==> config.mk <==
export PLATFORM = sky130hd
export DESIGN_NAME = alarm_ctrl
export DESIGN_NICKNAME = d
export VERILOG_FILES = /design/src/rtl/alarm_ctrl.sv
export SDC_FILE = /design/constraint.sdc
export NUM_CORES = 1
export LEC_CHECK = 0
export BUFFER_PORTS_ARGS = -buffer_cell sky130_fd_sc_hd__buf_2
export CORE_ASPECT_RATIO = 1.1
export CORE_UTILIZATION = 40
export CTS_CLUSTER_DIAMETER = 100
export CTS_CLUSTER_SIZE = 24
export DETAILED_ROUTE_END_ITERATION = 12
export GPL_TIMING_DRIVEN = 1
export HOLD_SLACK_MARGIN = 0.08
export MAX_ROUTING_LAYER = met4
export SYNTH_ARGS = -nofsm -noshare
export SYNTH_HDL_FRONTEND = slang
export SYNTH_SLANG_ARGS = --single-unit
==> constraint.sdc <==
create_clock -name clk -period 3 [get_ports clk]
set_input_delay 0.15 -clock clk [delete_from_list [all_inputs] [get_ports clk]]
set_output_delay 0.15 -clock clk [all_outputs]
set_load 0.005 [all_outputs]
==> src/rtl/alarm_ctrl.sv <==
// Debounced, latching alarm controller: sync + qualify L, drive siren/blinking lamp, count alarm events.
// Latency: L to siren after DEBOUNCE+2 edges, ack to siren off in 1 edge; no backpressure (level inputs, registered outputs).
module alarm_ctrl #(
    parameter int DEBOUNCE   = 4,
    parameter int BLINK_HALF = 8,
    parameter int TIMEOUT    = 64
) (
    input  logic       clk,
    input  logic       rst_n,
    input  logic       L,
    input  logic       ack,
    output logic       siren,
    output logic       lamp,
    output logic       alarm_active,
    output logic [7:0] event_count
);
    localparam int QW = (DEBOUNCE   > 1) ? $clog2(DEBOUNCE)   : 1;
    localparam int BW = (BLINK_HALF > 1) ? $clog2(BLINK_HALF) : 1;
    localparam int TW = (TIMEOUT    > 1) ? $clog2(TIMEOUT)    : 1;
    localparam logic [QW-1:0] QMAX = QW'(DEBOUNCE - 1);
    localparam logic [BW-1:0] BMAX = BW'(BLINK_HALF - 1);
    localparam logic [TW-1:0] TMAX = TW'(TIMEOUT - 1);

    typedef enum logic [1:0] {IDLE, QUAL, ALARM, SILENCED} state_t;

    state_t        state_q, state_d;
    logic          sync1_q, sync2_q;
    logic [QW-1:0] qual_q, qual_d;
    logic [BW-1:0] blink_q, blink_d;
    logic [TW-1:0] tmo_q, tmo_d;
    logic [7:0]    evt_q, evt_d;
    logic          siren_q, siren_d;
    logic          lamp_q, lamp_d;
    logic          active_q, active_d;
    logic          l_s;
    logic          enter_alarm;
    logic          blink_wrap;

    assign l_s = sync2_q;

    always_ff @(posedge clk or negedge rst_n) begin
        if (!rst_n) begin
            state_q  <= IDLE;
            sync1_q  <= 1'b0;
            sync2_q  <= 1'b0;
            qual_q   <= '0;
            blink_q  <= '0;
            tmo_q    <= '0;
            evt_q    <= '0;
            siren_q  <= 1'b0;
            lamp_q   <= 1'b0;
            active_q <= 1'b0;
        end else begin
            state_q  <= state_d;
            sync1_q  <= L;
            sync2_q  <= sync1_q;
            qual_q   <= qual_d;
            blink_q  <= blink_d;
            tmo_q    <= tmo_d;
            evt_q    <= evt_d;
            siren_q  <= siren_d;
            lamp_q   <= lamp_d;
            active_q <= active_d;
        end
    end

    always_comb begin
        state_d     = state_q;
        qual_d      = qual_q;
        blink_d     = blink_q;
        tmo_d       = tmo_q;
        evt_d       = evt_q;
        enter_alarm = 1'b0;
        blink_wrap  = 1'b0;

        unique case (state_q)
            IDLE: begin
                if (l_s) begin
                    if (DEBOUNCE == 1) begin
                        enter_alarm = 1'b1;
                    end else begin
                        state_d = QUAL;
                        qual_d  = QW'(1);
                    end
                end
            end
            QUAL: begin
                if (!l_s) begin
                    state_d = IDLE;
                    qual_d  = '0;
                end else if (qual_q == QMAX) begin
                    enter_alarm = 1'b1;
                end else begin
                    qual_d = qual_q + QW'(1);
                end
            end
            ALARM: begin
                // Latching: l_s is deliberately not examined here.
                if (ack || (tmo_q == TMAX)) begin
                    state_d = SILENCED;
                end else begin
                    tmo_d = tmo_q + TW'(1);
                end
                if (blink_q == BMAX) begin
                    blink_wrap = 1'b1;
                    blink_d    = '0;
                end else begin
                    blink_d = blink_q + BW'(1);
                end
            end
            SILENCED: begin
                if (!l_s) begin
                    state_d = IDLE;
                end
            end
            default: state_d = IDLE;
        endcase

        if (enter_alarm) begin
            state_d = ALARM;
            qual_d  = '0;
            blink_d = '0;
            tmo_d   = '0;
            if (evt_q != 8'hFF) begin
                evt_d = evt_q + 8'd1;
            end
        end

        siren_d  = (state_d == ALARM);
        active_d = (state_d == ALARM) || (state_d == SILENCED);
        unique case (state_d)
            ALARM:    lamp_d = enter_alarm ? 1'b1 : (blink_wrap ? ~lamp_q : lamp_q);
            SILENCED: lamp_d = 1'b1;
            default:  lamp_d = 1'b0;
        endcase
    end

    assign siren        = siren_q;
    assign lamp         = lamp_q;
    assign alarm_active = active_q;
    assign event_count  = evt_q;
endmodule
=== Yosys cells after proc, flatten, opt, wreduce, memory -nomap -nowiden ===
Index checks and enable logic that the tools add are counted.

* Bits in registers: 26
* Input port bits: 4
* Logic and storage cells: 61

* $add $sub $neg: 4
* Equality and inequality tests: 13
* Multiplexer cells: 24
* Bitwise operators: 1
* Reduce and logical (&&, ||, !) cells: 9

{| class="wikitable"
|+ Operators with widths
! cell !! number
|-
| two-way mux 6 bit || 3
|-
| two-way mux 2 bit || 8
|-
| == test 2 bit (second input constant) || 5
|-
| two-way mux 3 bit || 3
|-
| adder 8 x 1 -> 8 bit (second input constant) || 1
|-
| != test 8 bit (second input constant) || 1
|-
| two-way mux 1 bit || 7
|-
| adder 6 x 1 -> 6 bit (second input constant) || 1
|-
| == test 6 bit (second input constant) || 1
|-
| one-hot mux 2 bit (3 select lines) || 1
|-
| != test 4 bit (second input constant) || 1
|-
| one-hot mux 2 bit (2 select lines) || 1
|-
| AND reduction 2 bit || 2
|-
| adder 3 x 1 -> 3 bit (second input constant) || 1
|-
| == test 3 bit (second input constant) || 1
|-
| != test 3 x 1 -> 1 bit (second input constant) || 1
|-
| != test 3 bit (second input constant) || 1
|-
| AND reduction 3 bit || 1
|-
| nonzero test 3 bit || 1
|-
| adder 2 x 1 -> 2 bit (second input constant) || 1
|-
| == test 2 x 1 -> 1 bit (second input constant) || 1
|-
| zero test 2 bit || 1
|-
| logical OR 1 bit || 2
|-
| != test 2 bit (second input constant) || 1
|-
| other kinds (4) || 4
|}

=== Longest topological paths before layout ===
Gate-level depths: netlist of run 1.

* Depth in word-level cells: 7
* Depth in mapped cells: 7

=== Least setup slack after synthesis of run 1 ===
OpenSTA, ideal clock, no wires.

* Kind: reg2reg
* Start point: reg evt_q[0] (netlist: event_count[0])
* End point: reg evt_q[1] (netlist: event_count[1])
* Library setup time: 0.125 ns
* Data arrival time: 1.511 ns
* Required time: 2.875 ns
* Slack: 1.364 ns
* Stages on the path, launching flop included: 5
* Buffers on the path: 0
* Clock period less this slack: 1.636 ns
* Cell sequence: dfrtp_1 -> ha_1 -> and3_1 -> a31oi_1 -> mux2_2

* Cells in the longest elaborated chain, start to end: 2

{| class="wikitable"
|+ Ends and longest elaborated chain
! element !! RTL line !! text
|-
| from (decl) || 31 || <nowiki>logic [7:0] evt_q, evt_d;</nowiki>
|-
| from (signal assigned) || 60 || <nowiki>evt_q <= evt_d;</nowiki>
|-
| parallel branches: the longest is 2 deep, another holds adder 8 x 1 -> 8 bit || n/a ||
|}

Parallel ways; which one is timed is not known.
A chain may end at the register's enable or synchronous reset.

=== Worst setup path in the final report of run 1 ===
* Start point: reg qual_q[0]
* End point: reg evt_q[1] (netlist: event_count[1])

* Cells in the longest elaborated chain, start to end: 5

{| class="wikitable"
|+ Ends and longest elaborated chain
! element !! RTL line !! text
|-
| from (decl) || 28 || <nowiki>logic [QW-1:0] qual_q, qual_d;</nowiki>
|-
| from (signal assigned) || 57 || <nowiki>qual_q <= qual_d;</nowiki>
|-
| == test 2 bit || 91 || <nowiki>end else if (qual_q == QMAX) begin</nowiki>
|-
| two-way mux 1 bit || 91 ||
|-
| two-way mux 1 bit || 88 || <nowiki>if (!l_s) begin</nowiki>
|-
| two-way mux 1 bit || 76 || <nowiki>unique case (state_q)</nowiki>
|-
| AND reduction 2 bit (no source line) || n/a ||
|}

Every way passes these cells.

==> impl_metrics.ini, run 1 <==
[floorplanning]
num_rows = 20
die_area_mm2 = 0.00321
die_width_um = 54.1
dieHeight_um = 59.4
initial_core_util = 0.427
io_pins = 15
coreArea_mm2 = 0.00280

[clock_tree]
cts_sinks = 26
clk_pin_slew_ns = 0.14
postCtsSetupBuffers = 0
cts_root_buf = clkbuf_4
max-clock-path-buffers = 2
cts_tree = built
clk-insertion-delay-late_ns = 0.32
cts_buffers = 3
htreeDepth = 1

[grt]
antenna_found_initial = 0
grt_max_degree = 27
grt_overflow = 0
grt_pass1_wl_um = 3370
grt_pass1_vias = 764
grtUsageTotal = 0.150

[drt]
routed_wl_um = 1980
drcViolationCount = 0
drt-vias-per-instance = 5.48
drt_pass1_iterations = 4
first_iter_violations = 17
via_count = 828
ant_nets = 0
avgRoutedWirePerCell_um = 13.1

[layout]
n_antenna_cell = 0
drive_gt1_frac = 0.220
area_delta_synth_final_pct = 11.2
layout.cells.non_filler = 151
nNetsFinal = 128

[worst_hold_path]
hold_end = tmo_q[5]$_DFFE_PN0P_
holdPathStages = 4
hp-class = input port to flop
worstHoldStart = ack

[power_and_ir_drop]
leakage_uw = 0.000676
p_sw_frac = 0.345
p_seq_frac = 0.550
pwr-share-comb = 0.279
power_density_mw_per_mm2 = 770
p_sw_uw = 353
pwr-share-clk = 0.171
internal_power_uw = 671
irDropWorstVdd_v = 0.000390

[flow_run]
cap_violations = 0

[status]
status = completed

[worst_setup_path]
worst-r2r-setup-slack_ns = 1.20
reg2reg_from = qual_q[0]$_DFFE_PN0P_
r2r_cells = 4
critPathArrivalTime_ns = 2.02
cp_cell_sequence = ha_1, nand4b_4, a31oi_1, mux2_2
crit_path_end_kind = flop
cp_slowest_cell = a31oi_1
path_buf_inv = 0
critPathTopFamily = compound AO/OA/AOI/OAI gates
timing.rr.end = event_count[1]$_DFFE_PN0P_
cp_max_fo = 10
required_ns = 3.22
worst_setup_path_start_kind = flop
worst_path_largest_cell_delay_ns = 0.42
worstSetupPathType = flop to flop

[sta]
finalHoldViolCount = 0
relSlewSlack = 0.622
finalClockSkew_ns = 0.00224
rsz0062_at_grt = no
drv_slew = 0
setup_violations = 0
tns_ns = 0
worst_pin_slew_ns = 0.567
post-route-period-util = 0.599
min_period_ns = 1.80
max_freq_mhz = 556

[synth]
syn_nets = 110
synthFlopType = dfrtp_1
syn_area_per_cell_um2 = 11.8
ys_seq_area_frac = 0.544
synth_edf_count = 0
yosysUniqueCellTypes = 28
netlist_instances = 101
ys_warn_count = 0
postSynthRegisterBits = 26
synthArstFlopShare = 1.00
synth_area_mm2 = 0.00120

[placed_design]
dp_hpwl_um = 1390
gp_congestion = 0.756
numPortBuffers = 14
dp_cells = 145
[per-layer routing]
metal / part of all wire / vias up / GRT usage / wire length [um]
met1: 0.52 / 400 / 0.204 / 1020
li1: - / 404 / - / -
met3: 0.034 / 4 / 0.0231 / 67
met2: 0.43 / 20 / 0.218 / 859
met5: 0 / - / - / 0
met4: 0.015 / 0 / 0.0659 / 29
[cells by family after synthesis]
| group | count (synthesis) | synth area share |
|---|---|---|
| compound gates | 23 | 0.135 |
| xor+xnor | 7 | 0.0513 |
| fa+ha+maj | 5 | 0.0523 |
| buf+inv | 7 | 0.0408 |
| flops | 26 | 0.544 |
| mux | 3 | 0.0262 |
| simple gates | 30 | 0.151 |
[worst reg2reg max path, delay by kind of cell (launching register included)]
kind	cells	cell delay [ns]
flip-flops	1	0.40
adder cells (fa/ha/maj)	1	0.28
AO/OA/AOI/OAI	1	0.42
multiplexers	1	0.39
AND/OR/NAND/NOR	1	0.22
[worst max-delay path by stage]
stage	to	slack (ns)	startpoint	depth (start not counted)
finish	event_count[1]$_DFFE_PN0P_	1.20	qual_q[0]$_DFFE_PN0P_	4
global route	event_count[7]$_DFFE_PN0P_	1.03	qual_q[0]$_DFFE_PN0P_	5
CTS	event_count[7]$_DFFE_PN0P_	1.18	qual_q[0]$_DFFE_PN0P_	5
detailed placement	event_count[1]$_DFFE_PN0P_	1.19	qual_q[0]$_DFFE_PN0P_	4
global placement	event_count[5]$_DFFE_PN0P_	1.27	event_count[0]$_DFFE_PN0P_	5
floorplan	event_count[1]$_DFFE_PN0P_	1.36	event_count[0]$_DFFE_PN0P_	4
[placed cells by master, fill, tap and decap left out]
master / synthesis / routed
buf_2: 0 / 14
o211ai_1: 2 / 2
a21oi_1: 6 / 6
nor3_1: 1 / 1
inv_1: 4 / 4
o31ai_2: 2 / 2
a31oi_1: 2 / 2
o211ai_2: 1 / 1
xor2_1: 2 / 2
nand3_1: 8 / 8
clkbuf_8: 0 / 1
clkbuf_4: 0 / 3
a311oi_1: 1 / 1
o21ai_0: 5 / 5
xnor2_1: 5 / 5
nand4_1: 2 / 2
dlygate4sd3_1: 0 / 2
ha_1: 5 / 5
and4_2: 1 / 1
nand4b_4: 1 / 1
nand2b_4: 1 / 1
mux2_2: 1 / 1
a311o_1: 1 / 1
nand2_1: 6 / 6
mux2i_1: 2 / 2
dfrtp_1: 26 / 26
and3_1: 4 / 4
nor2_1: 4 / 4
or2_2: 1 / 1
o31ai_1: 3 / 3
nor4_1: 1 / 1
[sequential cells by signal, summed over array words and instances (netlist names)]
name,count
lamp,1
l_s,1
alarm_active,1
tmo_q,6
event_count,8
siren,1
blink_q,3
state_q,2
sync1_q,1
qual_q,2
[power groups by stage]
stage / Clock, uW / Sequential, uW / Combinational (uW)
2_1_floorplan: 0 / 541 / 234
3_3_place_gp: 0 / 564 / 279
3_5_place_dp: 0 / 570 / 285
4_1_cts: 185 / 562 / 289
5_1_grt: 195 / 580 / 332
6_report: 175 / 563 / 286
[final cells by class]
class | instances | area (um^2)
repair buffers | 16 | 90.1
well taps | 33 | 41.3
clock buffers | 4 | 36.3
inverters | 4 | 15.0
fillers | 272 | 1470
flip-flops and latches | 26 | 651
multi-input cells | 68 | 497
[per-stage QoR]
step	setup WS, ns	utilization	hold slack, ns	total power (uW)	cell area, um^2
2_1_floorplan	1.36	-	-0.146	775	1200
3_3_place_gp	1.27	0.454	0.183	843	1270
3_5_place_dp	1.19	0.454	0.186	855	1270
4_1_cts	1.18	0.475	0.105	1040	1330
5_1_grt	1.03	0.475	0.136	1110	1330
6_report	1.20	0.475	0.126	1020	1330
[what timing repair did]
action | in CTS | in global routing
setup endpoints to repair | 0 | 0
hold buffers | 2 | 0
gates resized for setup | 0 | 0
hold endpoints to repair | 27 | 0
[cells in the mapped netlist, drive strengths merged, types with 4 or more instances]
master | number | area share
dfrtp | 26 | 0.54
nand3 | 8 | 0.033
a21oi | 6 | 0.025
nand2 | 6 | 0.019
ha | 5 | 0.052
o21ai | 5 | 0.021
o31ai | 5 | 0.040
xnor2 | 5 | 0.037
and3 | 4 | 0.021
inv | 4 | 0.013
nor2 | 4 | 0.013
(Power assumes the default switching activity.)
==> run 2, diff against run 1 <==
--- a/config.mk
+++ b/config.mk
@@ -5,6 +5,7 @@
 export SDC_FILE = /design/constraint.sdc
 export NUM_CORES = 1
 export LEC_CHECK = 0
+export ABC_AREA = 1
 export BUFFER_PORTS_ARGS = -buffer_cell sky130_fd_sc_hd__buf_2
 export CORE_ASPECT_RATIO = 1.1
 export CORE_UTILIZATION = 40
==> constraint.sdc (replaced) <==
create_clock -name clk -period 1.52 [get_ports clk]
set_input_delay 0.076 -clock clk [delete_from_list [all_inputs] [get_ports clk]]
set_output_delay 0.076 -clock clk [all_outputs]
set_load 0.005 [all_outputs]
==> run 2 against run 1 <==
Compared with the run above:
- critical path depth increased by 3
- worst hold slack improved by 0.075 ns
- maximum frequency increased by 30%
- combinational power increased by 63%
- sequential power increased by 62%
- clock skew increased by 0.0019 ns
- power increased by 61%
- clock power increased by 57%
- design area increased by 17%
- sequential share of layout area decreased by 6.9 points
- synthesized cell count increased by 65%
- global-route usage increased by 1.5 points
- critical path type unchanged
- largest power group unchanged
==> impl_metrics.ini, run 2 <==
[status]
status = completed

[sta]
post-route-period-util = 0.911
max_freq_mhz = 722
setup_violations = 0
worst_pin_slew_ns = 0.577
finalHoldViolCount = 0
relSlewSlack = 0.616
tns_ns = 0
min_period_ns = 1.38
rsz0062_at_grt = no
finalClockSkew_ns = 0.00419
drv_slew = 0

[layout]
multiInputGateArea_um2 = 651
nNetsFinal = 200
regArea_um2 = 651
n_antenna_cell = 0
final_cell_mix = nand2_1 (61), dfrtp_1 (26), inv_1 (18), buf_2 (14)
area_delta_synth_final_pct = 13.7
stdcell_area_mm2 = 0.00155
largest_register_ffs = 8
fillers = 335
drive_gt1_frac = 0.180
final_common_cell = nand2_1

[placed_design]
gp_congestion = 0.934
placed_area_mm2 = 0.00148
numPortBuffers = 14
dp_hpwl_um = 1880

[synth]
syn_area_per_cell_um2 = 8.17
ys_warn_count = 0
yosysMostFrequentCell = nand2_1
synth_edf_count = 0
ys_seq_area_frac = 0.477
ys_top_cells_by_area = dfrtp_1 (48%), nand2_1 (17%), inv_1 (5.0%)
syn_nets = 176
netlist.area_leader.share = 0.477
yosysTopAreaCell = dfrtp_1
synth_area_mm2 = 0.00136
synthArstFlopShare = 1.00
synthFlopType = dfrtp_1
postSynthRegisterBits = 26
synth_common_cells = nand2_1 (61), dfrtp_1 (26), inv_1 (18)
netlist_instances = 167
yosysUniqueCellTypes = 22

[clock_tree]
cts_buffers = 3
cts_root_buf = clkbuf_4
clk-insertion-delay-late_ns = 0.30
cts_sinks = 26
max-clock-path-buffers = 2
htreeDepth = 1
clk_pin_slew_ns = 0.13
cts_tree = built

[grt]
grtUsageTotal = 0.165
grt_overflow = 0
grt_pass1_wl_um = 4640
antenna_found_initial = 0
grt_pass1_vias = 1090
grt_max_degree = 27

[drt]
drt-vias-per-instance = 4.95
ant_nets = 0
first_iter_violations = 41
routed_wl_um = 2590
drt_pass1_iterations = 6
drcViolationCount = 0
avgRoutedWirePerCell_um = 11.6
via_count = 1104

[floorplanning]
initial_core_util = 0.433
die_width_um = 57.7
coreArea_mm2 = 0.00315
die_area_mm2 = 0.00365
io_pins = 15
num_rows = 21
dieHeight_um = 63.2

[worst_setup_path]
critPathArrivalTime_ns = 1.64
cp_cell_sequence = ha_1, nand3_2, nor2_4, nor2_4, nor2_4, nand2_1, nand2_1
critPathTopFamily = simple AND/OR/NAND/NOR gates
worstSetupPathType = flop to flop
cp_common_cell = nor2_4
required_ns = 1.78
worst_setup_path_start_kind = flop
cp_slowest_cell = dfrtp_1
path_buf_inv = 0
cp_max_fo = 7
worst_path_largest_cell_delay_ns = 0.41
crit_path_end_kind = flop

[worst_hold_path]
hp-class = input port to flop

[power_and_ir_drop]
irDropWorstVdd_v = 0.000526
power_density_mw_per_mm2 = 1070
leakage_uw = 0.000861

[flow_run]
cap_violations = 0
==> run 2: cell types whose count changed after synthesis, moves of 3 or more <==
cell / before / now
nand2_1: 6 / 61
inv_1: 4 / 18
nor2_1: 4 / 10
a21oi_1: 6 / 2
and3_1: 4 / 1
buf_6: 3 / 0
inv_2: 0 / 3
nand2_2: 0 / 3
nand3_1: 8 / 11
nor2_4: 0 / 3
o31ai_1: 3 / 0
==> run 2: final timing paths <==
kind,from,endpoint,slack [ns],cells past startpoint
max,tmo_q[0]$_DFFE_PN0P_,tmo_q[1]$_DFFE_PN0P_,0.14,7
max in group asynchronous,rst_n,event_count[2]$_DFFE_PN0P_,0.86,2
min,ack,tmo_q[2]$_DFFE_PN0P_,0.20,6
min in group asynchronous,rst_n,tmo_q[3]$_DFFE_PN0P_,0.29,2
max reg2reg,tmo_q[0]$_DFFE_PN0P_,tmo_q[1]$_DFFE_PN0P_,0.14,7
min reg2reg,sync1_q$_DFF_PN0_,l_s$_DFF_PN0_,0.36,0
==> run 2: cell families (layout without fill, tap and decap cells) <==
group / after synthesis / in the layout / synth area share
buffers and inverters: 21 / 42 / 0.0578
and+or+nand+nor: 99 / 100 / 0.339
xor gates and xnor gates: 7 / 7 / 0.0450
DFF: 26 / 26 / 0.477
adders and majority gates: 5 / 5 / 0.0459
AOI/OAI and AO/OA: 9 / 9 / 0.0358
==> run 2: worst min-delay path, stage by stage <==
cell	delay, ns
buf_2	0.08
inv_1	0.04
nand2_2	0.11
nor2_4	0.07
nand3_1	0.07
nand2_1	0.05
==> run 2: final cells by class <==
type,count,area share
clock buffers,3,0.0145
inverters,21,0.0508
multi-input cells,121,0.420
flip-flops and latches,26,0.420
well taps,34,0.0274
repair buffers,18,0.0678
==> run 2: what timing repair did <==
item                                    in CTS  in global routing
endpoints found under the setup margin       0                  8
buffers inserted                             0                  1
resized for setup                            0                  2
hold endpoints to repair                    27                  0
hold buffers                                 2                  0
==> run 2: metrics by stage <==
stage | setup slack, ns | instances | util | hold WS, ns | total power, uW
6_report | 0.135 | 223 | 0.492 | 0.202 | 1650
5_1_grt | 0.0134 | 223 | 0.492 | 0.240 | 1790
4_1_cts | 0.0673 | 221 | 0.484 | 0.173 | 1660
3_5_place_dp | 0.0912 | 216 | 0.471 | 0.112 | 1370
3_3_place_gp | 0.159 | 216 | 0.471 | 0.106 | 1350
2_1_floorplan | 0.227 | 167 | - | -0.220 | 1210
==> run 2: routing by layer <==
metal  share of wire  GRT usage  vias to the layer above
met1            0.46      0.204                      515
li1                -          -                      567
met4           0.013     0.0774                        0
met2            0.49      0.263                       18
met5               0          -                        -
met3           0.032     0.0246                        4
==> run 2: report_power, final <==
group          internal (uW)  switching, uW  total (uW)
combinational            205            262         466
sequential               814           97.1         912
clock                   92.4            181         274
==> run 3, diff against run 2 <==
--- a/config.mk
+++ b/config.mk
@@ -5,9 +5,9 @@
 export SDC_FILE = /design/constraint.sdc
 export NUM_CORES = 1
 export LEC_CHECK = 0
-export ABC_AREA = 1
 export BUFFER_PORTS_ARGS = -buffer_cell sky130_fd_sc_hd__buf_2
 export CORE_ASPECT_RATIO = 1.1
+export CORE_MARGIN = 2
 export CORE_UTILIZATION = 40
 export CTS_CLUSTER_DIAMETER = 100
 export CTS_CLUSTER_SIZE = 24
@@ -15,6 +15,7 @@
 export GPL_TIMING_DRIVEN = 1
 export HOLD_SLACK_MARGIN = 0.08
 export MAX_ROUTING_LAYER = met4
+export SKIP_CTS_REPAIR_TIMING = 1
 export SYNTH_ARGS = -nofsm -noshare
 export SYNTH_HDL_FRONTEND = slang
 export SYNTH_SLANG_ARGS = --single-unit
==> run 3 against run 2 <==
Compared with the run above:
- sequential power up 20%
- utilization up 6.5 points
- combinational power up 75%
- design area up 0.57%
- critical endpoint is now tmo_q[4]$_DFFE_PN0P_
- highest routed layer unchanged
- clock power up 24%
==> impl_metrics.ini, run 3 (same netlist as run 1, synthesis figures left out) <==
[placed_design]
dp_hpwl_um = 1630
numPortBuffers = 14
placed_area_mm2 = 0.00141
gp_congestion = 0.878

[floorplanning]
num_rows = 20
io_pins = 15
initial_core_util = 0.427
die_width_um = 56.1
coreArea_mm2 = 0.00280
die_area_mm2 = 0.00344
dieHeight_um = 61.4

[layout]
fillers = 255
drive_gt1_frac = 0.399
area_delta_synth_final_pct = 30.3
final_cell_mix = dfrtp_1 (25), buf_4 (19), buf_2 (14), nand3_1 (7), nand2_1 (6)
stdcell_area_mm2 = 0.00156
largest_register_ffs = 8
final_common_cell = dfrtp_1
nNetsFinal = 148
n_antenna_cell = 0

[power_and_ir_drop]
leakage_uw = 0.000770
power_density_mw_per_mm2 = 1440
irDropWorstVdd_v = 0.000929

[sta]
min_period_ns = 1.51
finalClockSkew_ns = 0.00594
rsz0062_at_grt = yes
finalHoldViolCount = 0
relSlewSlack = 0.618
post-route-period-util = 0.991
holdWs_ns = 0.0934
max_freq_mhz = 664
worst_pin_slew_ns = 0.573
drv_slew = 0
setup_violations = 0

[grt]
grtUsageTotal = 0.142
grt_pass1_wl_um = 3710
antenna_found_initial = 0
grt_pass1_vias = 846
grt_overflow = 0
grt_max_degree = 27

[clock_tree]
cts_root_buf = clkbuf_4
clk-insertion-delay-late_ns = 0.31
cts_buffers = 3
max-clock-path-buffers = 2
cts_tree = built
htreeDepth = 1
cts_sinks = 26
clk_pin_slew_ns = 0.13

[drt]
via_count = 906
first_iter_violations = 36
drt_pass1_iterations = 4
drcViolationCount = 0
avgRoutedWirePerCell_um = 13.3
drt-vias-per-instance = 5.30
ant_nets = 0
routed_wl_um = 2280

[worst_setup_path]
worstSetupPathType = flop to flop
worst_setup_path_start_kind = flop
crit_start = tmo_q[0]$_DFFE_PN0P_
crit_path_end_kind = flop
reg2reg_from = tmo_q[0]$_DFFE_PN0P_
cp_max_fo = 5
critPathArrivalTime_ns = 1.73
required_ns = 1.75

[status]
status = completed

[flow_run]
cap_violations = 0

[worst_hold_path]
worstHoldStart = ack
hp-class = input port to flop
==> run 3: cell type report <==
| class | count | area (um^2) | area share |
|---|---|---|---|
| flip-flops and latches | 26 | 652 | 0.418 |
| well taps | 33 | 41.3 | 0.0265 |
| multi-input cells | 69 | 582 | 0.373 |
| repair buffers | 35 | 233 | 0.149 |
| inverters | 4 | 15.0 | 0.00963 |
| clock buffers | 4 | 36.3 | 0.0233 |
==> run 3: power by group <==
| part | total [uW] | internal (uW) | leakage (uW) | switching [uW] |
|---|---|---|---|---|
| registers | 1090 | 902 | 0.000339 | 187 |
| clock network | 339 | 146 | 0.0000210 | 193 |
| logic | 816 | 443 | 0.000410 | 372 |
==> run 3: path summary, 6_finish.rpt <==
kind	end	slack, ns	depth (start not counted)
max	tmo_q[4]$_DFFE_PN0P_	0.01	4
min	tmo_q[5]$_DFFE_PN0P_	0.09	4
max reg2reg	tmo_q[4]$_DFFE_PN0P_	0.01	4
min reg2reg	l_s$_DFF_PN0_	0.38	0
max in group asynchronous	tmo_q[0]$_DFFE_PN0P_	0.83	2
min in group asynchronous	qual_q[0]$_DFFE_PN0P_	0.28	2
==> run 3: worst max-delay path, cell delays in order (launching register included) <==
cell	delay (ns)
dfrtp_2	0.46
ha_4	0.18
a311o_2	0.43
buf_4	0.16
o31ai_2	0.20
==> run 3: metal layers <==
layer | track usage | share of wire
met5 | - | 0
met4 | 0.0510 | 0.0092
met3 | 0.0189 | 0.025
met2 | 0.242 | 0.51
met1 | 0.177 | 0.45
==> run 3: stage by stage <==
step	TNS [ns]	power [uW]	std cells	worst slack [ns]	util
6_report	0	2240	171	0.0138	0.556
5_1_grt	-0.273	2450	171	-0.0446	0.556
4_1_cts	-0.357	2160	166	-0.0880	0.517
3_5_place_dp	-0.223	1820	162	-0.0751	0.504
3_3_place_gp	-0.0334	1780	162	-0.0334	0.504
2_1_floorplan	-0.0773	1530	101	-0.0317	-
